==> config.mk <==
export PLATFORM = sky130hd
export DESIGN_NAME = alu_arbiter
export DESIGN_NICKNAME = d
export VERILOG_FILES = /design/src/rtl/alu_arbiter.sv
export SDC_FILE = /design/constraint.sdc
export NUM_CORES = 1
export LEC_CHECK = 0
export ABC_AREA = 1
export BUFFER_PORTS_ARGS = -buffer_cell sky130_fd_sc_hd__buf_2
export CAP_MARGIN = 20
export CORE_MARGIN = 2
export CORE_UTILIZATION = 40
export CTS_CLUSTER_DIAMETER = 120
export CTS_CLUSTER_SIZE = 8
export DETAILED_ROUTE_END_ITERATION = 10
export PLACE_DENSITY = 0.81
export SETUP_SLACK_MARGIN = 0.4
export SLEW_MARGIN = 10
export SYNTH_ARGS = -nofsm -noshare
export SYNTH_HDL_FRONTEND = slang
export SYNTH_SLANG_ARGS = --single-unit
==> constraint.sdc <==
create_clock -name clk -period 3.3 [get_ports clk]
set_clock_uncertainty 0.2 [all_clocks]
set_input_delay 0.66 -clock clk [delete_from_list [all_inputs] [get_ports clk]]
set_output_delay 0.66 -clock clk [all_outputs]
set_load 0.005 [all_outputs]
==> src/rtl/alu_arbiter.sv <==
// rtl/alu_arbiter.sv - round-robin two-port scheduler driving a shared combinational ALU
// Optional: define ALU_ARB_DIV0_CHECK_EN to answer divide-by-zero with an error response.
module alu_arbiter #(
  parameter int WIDTH       = 8,
  parameter int EXEC_CYCLES = 1
) (
  input  logic             clk,
  input  logic             rst,
  input  logic             req0_valid,
  output logic             req0_ready,
  input  logic [WIDTH-1:0] req0_a,
  input  logic [WIDTH-1:0] req0_b,
  input  logic [1:0]       req0_op,
  input  logic             req0_cin,
  input  logic             req1_valid,
  output logic             req1_ready,
  input  logic [WIDTH-1:0] req1_a,
  input  logic [WIDTH-1:0] req1_b,
  input  logic [1:0]       req1_op,
  input  logic             req1_cin,
  output logic             rsp0_valid,
  input  logic             rsp0_ready,
  output logic             rsp1_valid,
  input  logic             rsp1_ready,
  output logic [WIDTH-1:0] rsp_res,
  output logic             rsp_cout,
  output logic             rsp_err,
  output logic [WIDTH-1:0] alu_in1,
  output logic [WIDTH-1:0] alu_in2,
  output logic [1:0]       alu_opSel,
  output logic             alu_cin,
  input  logic [WIDTH-1:0] alu_res,
  input  logic             alu_cout,
  output logic             busy,
  output logic             grant_id
);

  typedef enum logic [1:0] {IDLE, EXEC, RESP} state_t;

  localparam logic [3:0] CNT_INIT = 4'(EXEC_CYCLES - 1);

  state_t           state_q, state_d;
  logic             rr_q, rr_d;
  logic             grant_q, grant_d;
  logic [3:0]       cnt_q, cnt_d;
  logic [WIDTH-1:0] in1_q, in1_d, in2_q, in2_d;
  logic [1:0]       op_q, op_d;
  logic             cin_q, cin_d;
  logic [WIDTH-1:0] res_q, res_d;
  logic             cout_q, cout_d;
  logic             err_q, err_d;

  logic             any_req, pick, div0;
  logic [WIDTH-1:0] sel_a, sel_b;
  logic [1:0]       sel_op;
  logic             sel_cin;

  // Round-robin only matters on contention; a lone requester always wins.
  always_comb begin
    any_req = req0_valid | req1_valid;
    pick    = (req0_valid & req1_valid) ? rr_q : req1_valid;
    sel_a   = pick ? req1_a   : req0_a;
    sel_b   = pick ? req1_b   : req0_b;
    sel_op  = pick ? req1_op  : req0_op;
    sel_cin = pick ? req1_cin : req0_cin;
  end

`ifdef ALU_ARB_DIV0_CHECK_EN
  assign div0 = (sel_op == 2'b11) && (sel_b == '0);
`else
  assign div0 = 1'b0;
`endif

  always_comb begin
    state_d    = state_q;
    rr_d       = rr_q;
    grant_d    = grant_q;
    cnt_d      = cnt_q;
    in1_d      = in1_q;
    in2_d      = in2_q;
    op_d       = op_q;
    cin_d      = cin_q;
    res_d      = res_q;
    cout_d     = cout_q;
    err_d      = err_q;
    req0_ready = 1'b0;
    req1_ready = 1'b0;
    case (state_q)
      IDLE: begin
        if (any_req) begin
          req0_ready = ~pick;
          req1_ready = pick;
          grant_d    = pick;
          if (div0) begin
            // ALU operands are left untouched; the response is synthesised here.
            res_d   = '1;
            cout_d  = 1'b0;
            err_d   = 1'b1;
            state_d = RESP;
          end else begin
            in1_d   = sel_a;
            in2_d   = sel_b;
            op_d    = sel_op;
            cin_d   = sel_cin;
            err_d   = 1'b0;
            cnt_d   = CNT_INIT;
            state_d = EXEC;
          end
        end
      end
      EXEC: begin
        if (cnt_q == 4'd0) begin
          res_d   = alu_res;
          cout_d  = alu_cout;
          state_d = RESP;
        end else begin
          cnt_d = cnt_q - 4'd1;
        end
      end
      RESP: begin
        if (grant_q ? rsp1_ready : rsp0_ready) begin
          rr_d    = ~grant_q;
          state_d = IDLE;
        end
      end
      default: state_d = IDLE;
    endcase
  end

  always_ff @(posedge clk or posedge rst) begin
    if (rst) begin
      state_q <= IDLE;
      rr_q    <= 1'b0;
      grant_q <= 1'b0;
      cnt_q   <= 4'd0;
      in1_q   <= '0;
      in2_q   <= '0;
      op_q    <= 2'b00;
      cin_q   <= 1'b0;
      res_q   <= '0;
      cout_q  <= 1'b0;
      err_q   <= 1'b0;
    end else begin
      state_q <= state_d;
      rr_q    <= rr_d;
      grant_q <= grant_d;
      cnt_q   <= cnt_d;
      in1_q   <= in1_d;
      in2_q   <= in2_d;
      op_q    <= op_d;
      cin_q   <= cin_d;
      res_q   <= res_d;
      cout_q  <= cout_d;
      err_q   <= err_d;
    end
  end

  assign rsp0_valid = (state_q == RESP) && !grant_q;
  assign rsp1_valid = (state_q == RESP) && grant_q;
  assign rsp_res    = res_q;
  assign rsp_cout   = cout_q;
  assign rsp_err    = err_q;
  assign alu_in1    = in1_q;
  assign alu_in2    = in2_q;
  assign alu_opSel  = op_q;
  assign alu_cin    = cin_q;
  assign busy       = (state_q != IDLE);
  assign grant_id   = grant_q;

endmodule

After elaboration in Yosys (flattened, before gate mapping)

Index checks and enable logic that the tools add are counted.

Bits in registers: 36
Input port bits: 53
Word-level logic and storage cells: 50

Equal/unequal tests: 6
Bitwise operators: 4
Muxes and demuxes: 17
Reductions and logical operators: 12
Add/sub/neg operators: 1

Operator list:

| kind                  | number |
|---|---|
| $mux W8               | 2 |
| $mux W2               | 4 |
| $mux W4               | 2 |
| $ne A2 B2 Y1 const B  | 4 |
| $pmux W4 S2           | 1 |
| $mux W1               | 7 |
| $pmux W2 S3           | 1 |
| $reduce_and A2 Y1     | 3 |
| $reduce_and A3 Y1     | 2 |
| $logic_not A4 Y1      | 1 |
| $reduce_bool A2 Y1    | 2 |
| $sub A4 B1 Y4 const B | 1 |
| $eq A2 B1 Y1 const B  | 1 |
| $eq A2 B2 Y1 const B  | 1 |
| $logic_and A1 B1 Y1   | 2 |
| $logic_not A2 Y1      | 1 |
| $not A1 Y1            | 2 |
| $and A1 B1 Y1         | 1 |
| $logic_not A1 Y1      | 1 |
| $or A1 B1 Y1          | 1 |

Longest topological paths before layout

Depth in word-level cells: 5
Depth in mapped cells: 7
Gate-level depth less buffers: 7

Worst setup path before layout

No wires, ideal clock.

Path type: input to output
Start point: input port req0_valid
End point: output port req1_ready
Cell stages on the path: 4
Buffers on the path: 1
Slack: 1.371 ns
Arrival time: 1.069 ns
Required time: 2.440 ns
Cell sequence: nand2_1 -> nand2_1 -> clkbuf_2 -> nor2_1

Word-level cells in the longest chain between the ends: 4
Elaborated cells on any way between the ends: 5

RTL lines:

| element       | line | source |
|---|---|---|
| from (decl)   | 9    | `input logic req0_valid,` |
| $and A1 B1 Y1 | 61   | `pick = (req0_valid & req1_valid) ? rr_q : req1_valid;` |
| $mux W1       | 61   |  |
| $mux W1 *     | 90   | `if (any_req) begin` |
| $mux W1 *     | 88   | `case (state_q)` |
| to (decl)     | 16   | `output logic req1_ready,` |

Mark *: on every way between the ends. The rest lies on a longest branch, timed or not.

Final worst setup path

Start point: register state_q[1]
End point: output port req0_ready

Word-level cells in the longest chain between the ends: 2

RTL lines:

| element                | line | source |
|---|---|---|
| from (decl)            | 42   | `state_t state_q, state_d;` |
| from (signal assigned) | 144  | `state_q <= state_d;` |
| $logic_not A2 Y1       | 88   |  |
| $mux W1                | 88   |  |
| to (decl)              | 10   | `output logic req0_ready,` |

No other way between the ends.

==> flow_metrics.py <==
metrics = {
    "outcome": {
        "status": "complete, no violations",
    },
    "sta": {
        "hold_slack_ps": 272,
        "maxSlewViolCount": 0,
        "rsz0062_at_grt": "false",
        "period_minus_slack_ps": 2320,
        "final.setup.tns_ps": 0,
        "max_clock_freq_mhz": 432,
        "hold_violations": 0,
        "worst_slew_pin_slew_ps": 810,
        "period_share_pct": 70.2,
        "setup_viol_count_final": 0,
        "slew_headroom_pct": 45.9,
    },
    "clock_tree": {
        "clk_latency_ps": 270,
        "cts_sinks": 36,
        "path_clk_slew_ps": 60,
        "htreeDepth": 2,
        "post_cts_resized": 0,
        "cts_buffers": 5,
        "cts_setup_buffers": 0,
        "postCtsHoldBufs": 0,
        "root_buffer": "clkbuf_8",
        "clockBufferDepth": 2,
        "cts_tree": "done",
    },
    "worst_setup_path": {
        "r2r-start": "state_q[1]$_DFFE_PP0P_",
        "rrSetupSlack_ps": 1650,
        "reg2reg_depth": 6,
        "cp-start-kind": "flip-flop",
        "crit_fanout": 4,
        "criticalPathCategory": "reg2out",
        "crit_arrival_ps": 1460,
        "reg2reg_to": "cnt_q[2]$_DFFE_PP0P_",
        "required_ps": 2440,
        "cp-end-kind": "primary output",
    },
    "min_path": {
        "holdCritStartpoint": "alu_in2[1]$_DFFE_PP0P_",
        "hold_path.class": "reg2reg",
        "hold_end": "alu_in2[1]$_DFFE_PP0P_",
        "whs_path_depth": 2,
    },
    "placed_design": {
        "gp_congestion": 0.779,
        "dpl_cell_area_um2": 2250,
        "dpl.cell_count": 351,
        "io_buffers": 86,
        "hpwlAfterDp_um": 2780,
    },
    "floorplan": {
        "die_h_um": 71.0,
        "placement_rows": 24,
        "io_pins": 88,
        "die_x_um": 71.0,
        "start_util_pct": 41.3,
        "dieArea_um2": 5040,
        "core-area_um2": 4350,
    },
    "grt": {
        "grt_pass1_vias": 1494,
        "grt_pass1_wl_um": 6370,
        "grt_max_degree": 42,
        "antenna_found_initial": 0,
        "grt_usage_pct": 16.0,
        "gr-total-overflow": 0,
    },
    "finish": {
        "num_antenna_cells": 0,
        "area_growth_pct": 28.8,
        "drive_gt1_share_pct": 36.5,
        "fin_cells": 356,
        "fillers": 411,
        "fin_nets": 360,
        "postLayoutCoreUtil_pct": 53.2,
        "fin_area_um2": 2310,
    },
    "yosys": {
        "synth_edf_count": 0,
        "async_flop_share_pct": 100,
        "synth_top_area_cell": "dfrtp_1",
        "synth-seq-cells": 36,
        "syn_nets": 273,
        "synth_top_cell_area_share_pct": 50.1,
        "syn_area_per_cell_um2": 8.20,
        "synth_area_um2": 1800,
        "synth_area_leaders": "dfrtp_1, nand2_1, inv_1",
        "ys_seq_area_share_pct": 50.1,
        "synth_cell_types": 24,
        "ys_warn_count": 0,
        "syn_inst": 219,
        "synthFlopType": "dfrtp_1",
    },
    "power_and_ir_drop": {
        "power.share.combinational_pct": 46.8,
        "pwr-share-seq_pct": 39.4,
        "p_leak_uw": 0.00138,
        "p_clk_share_pct": 13.8,
        "p_sw_share_pct": 39.5,
        "p_switching_uw": 773,
        "max-vdd-ir-drop_mv": 0.396,
        "powerDensity_nw_per_um2": 844,
        "p_int_uw": 1180,
    },
    "drt": {
        "first_iter_violations": 88,
        "vias_per_cell": 4.61,
        "ant_nets": 0,
        "vias": 1641,
        "routedWlPerCell_um": 10.3,
        "routed_wirelength_um": 3660,
        "first_pass_iters": 4,
        "route.detailed.drc": 0,
    },
    "job": {
        "drv_cap": 0,
    },
}
[cells in the final DEF, fill, tap and decap left out, types with 2 or more instances in the layout]
cell and instances:
clkbuf_8 5, nor2_4 2, o21ai_2 9, o21ai_0 3, dfrtp_1 36, a21oi_1 21
nand3_1 3, o21ai_1 22, buf_4 4, buf_2 86, nor2_1 6, nand2_1 59
inv_1 38
[Yosys cell counts, types with 2 or more instances]
master / count
buf_4: 3
nand3_1: 3
a21oi_1: 21
nand2_1: 59
nor2_4: 2
o21ai_2: 9
dfrtp_1: 36
nor2_1: 6
buf_6: 3
o21ai_0: 3
buf_2: 3
o21ai_1: 22
inv_1: 38
[metrics by stage]
stage                     worst slack (ps)  total power (µW)
after global routing                   928              2160
after detailed placement              1090              1710
after global placement                1120              1670
final                                  983              1950
after floorplan                       1370              1410
after CTS                              962              1990
[worst max-delay path by stage]
| stage | startpoint | end | slack [ps] |
|---|---|---|---|
| 2_1_floorplan | req0_valid | req1_ready | 1370 |
| 3_3_place_gp | req0_valid | req0_ready | 1120 |
| 3_5_place_dp | req0_valid | req0_ready | 1090 |
| 4_1_cts | state_q[1]$_DFFE_PP0P_ | req0_ready | 960 |
| 5_1_grt | state_q[1]$_DFFE_PP0P_ | req0_ready | 930 |
| 6_report | state_q[1]$_DFFE_PP0P_ | req0_ready | 980 |
[routing by layer]
layer / up-vias / wire (µm) / track usage (%)
met4: 0 / 45 / 5.45
met5: - / 0 / 0
met3: 6 / 331 / 5.27
li1: 855 / - / -
met2: 62 / 1730 / 26.2
met1: 718 / 1550 / 20.2
[sequential cells by signal (all words and copies together) (netlist names)]
signal	count
alu_in2	8
alu_cin	1
cnt_q	4
grant_id	1
rsp_res	8
state_q	2
alu_opSel	2
rsp_cout	1
alu_in1	8
rr_q	1
[cell families after synthesis]
kind of cell / Yosys count / share of synthesized area (%)
DFF: 36 / 50.1
xor gates and xnor gates: 1 / 0.488
adders and majority gates: 1 / 0.696
buffers and inverters: 49 / 12.4
AOI/OAI and AO/OA: 56 / 18.1
and+or+nand+nor: 75 / 18.0
other: 1 / 0.209
[power groups by stage]
stage	clock network (µW)	logic [µW]	registers (µW)
3_5_place_dp	0	938	773
5_1_grt	301	1060	799
2_1_floorplan	0	618	793
6_report	269	915	770
4_1_cts	279	935	772
3_3_place_gp	0	901	773
[worst max-delay path: stages (launching register included)]
cell,delay [ps]
dfrtp_1,460
nor2_4,170
o21ai_4,70
a21oi_1,300
buf_2,180
[area by class of cell]
class	count	area, µm²	area share, %
Clock buffer	5	68.8	2.97
Inverter	39	146	6.32
Multi-Input combinational cell	134	673	29.1
Sequential cell	36	901	38.9
Tap cell	52	65.1	2.81
Timing Repair Buffer	90	460	19.9
No activity file was read; power rests on OpenSTA's default activity.
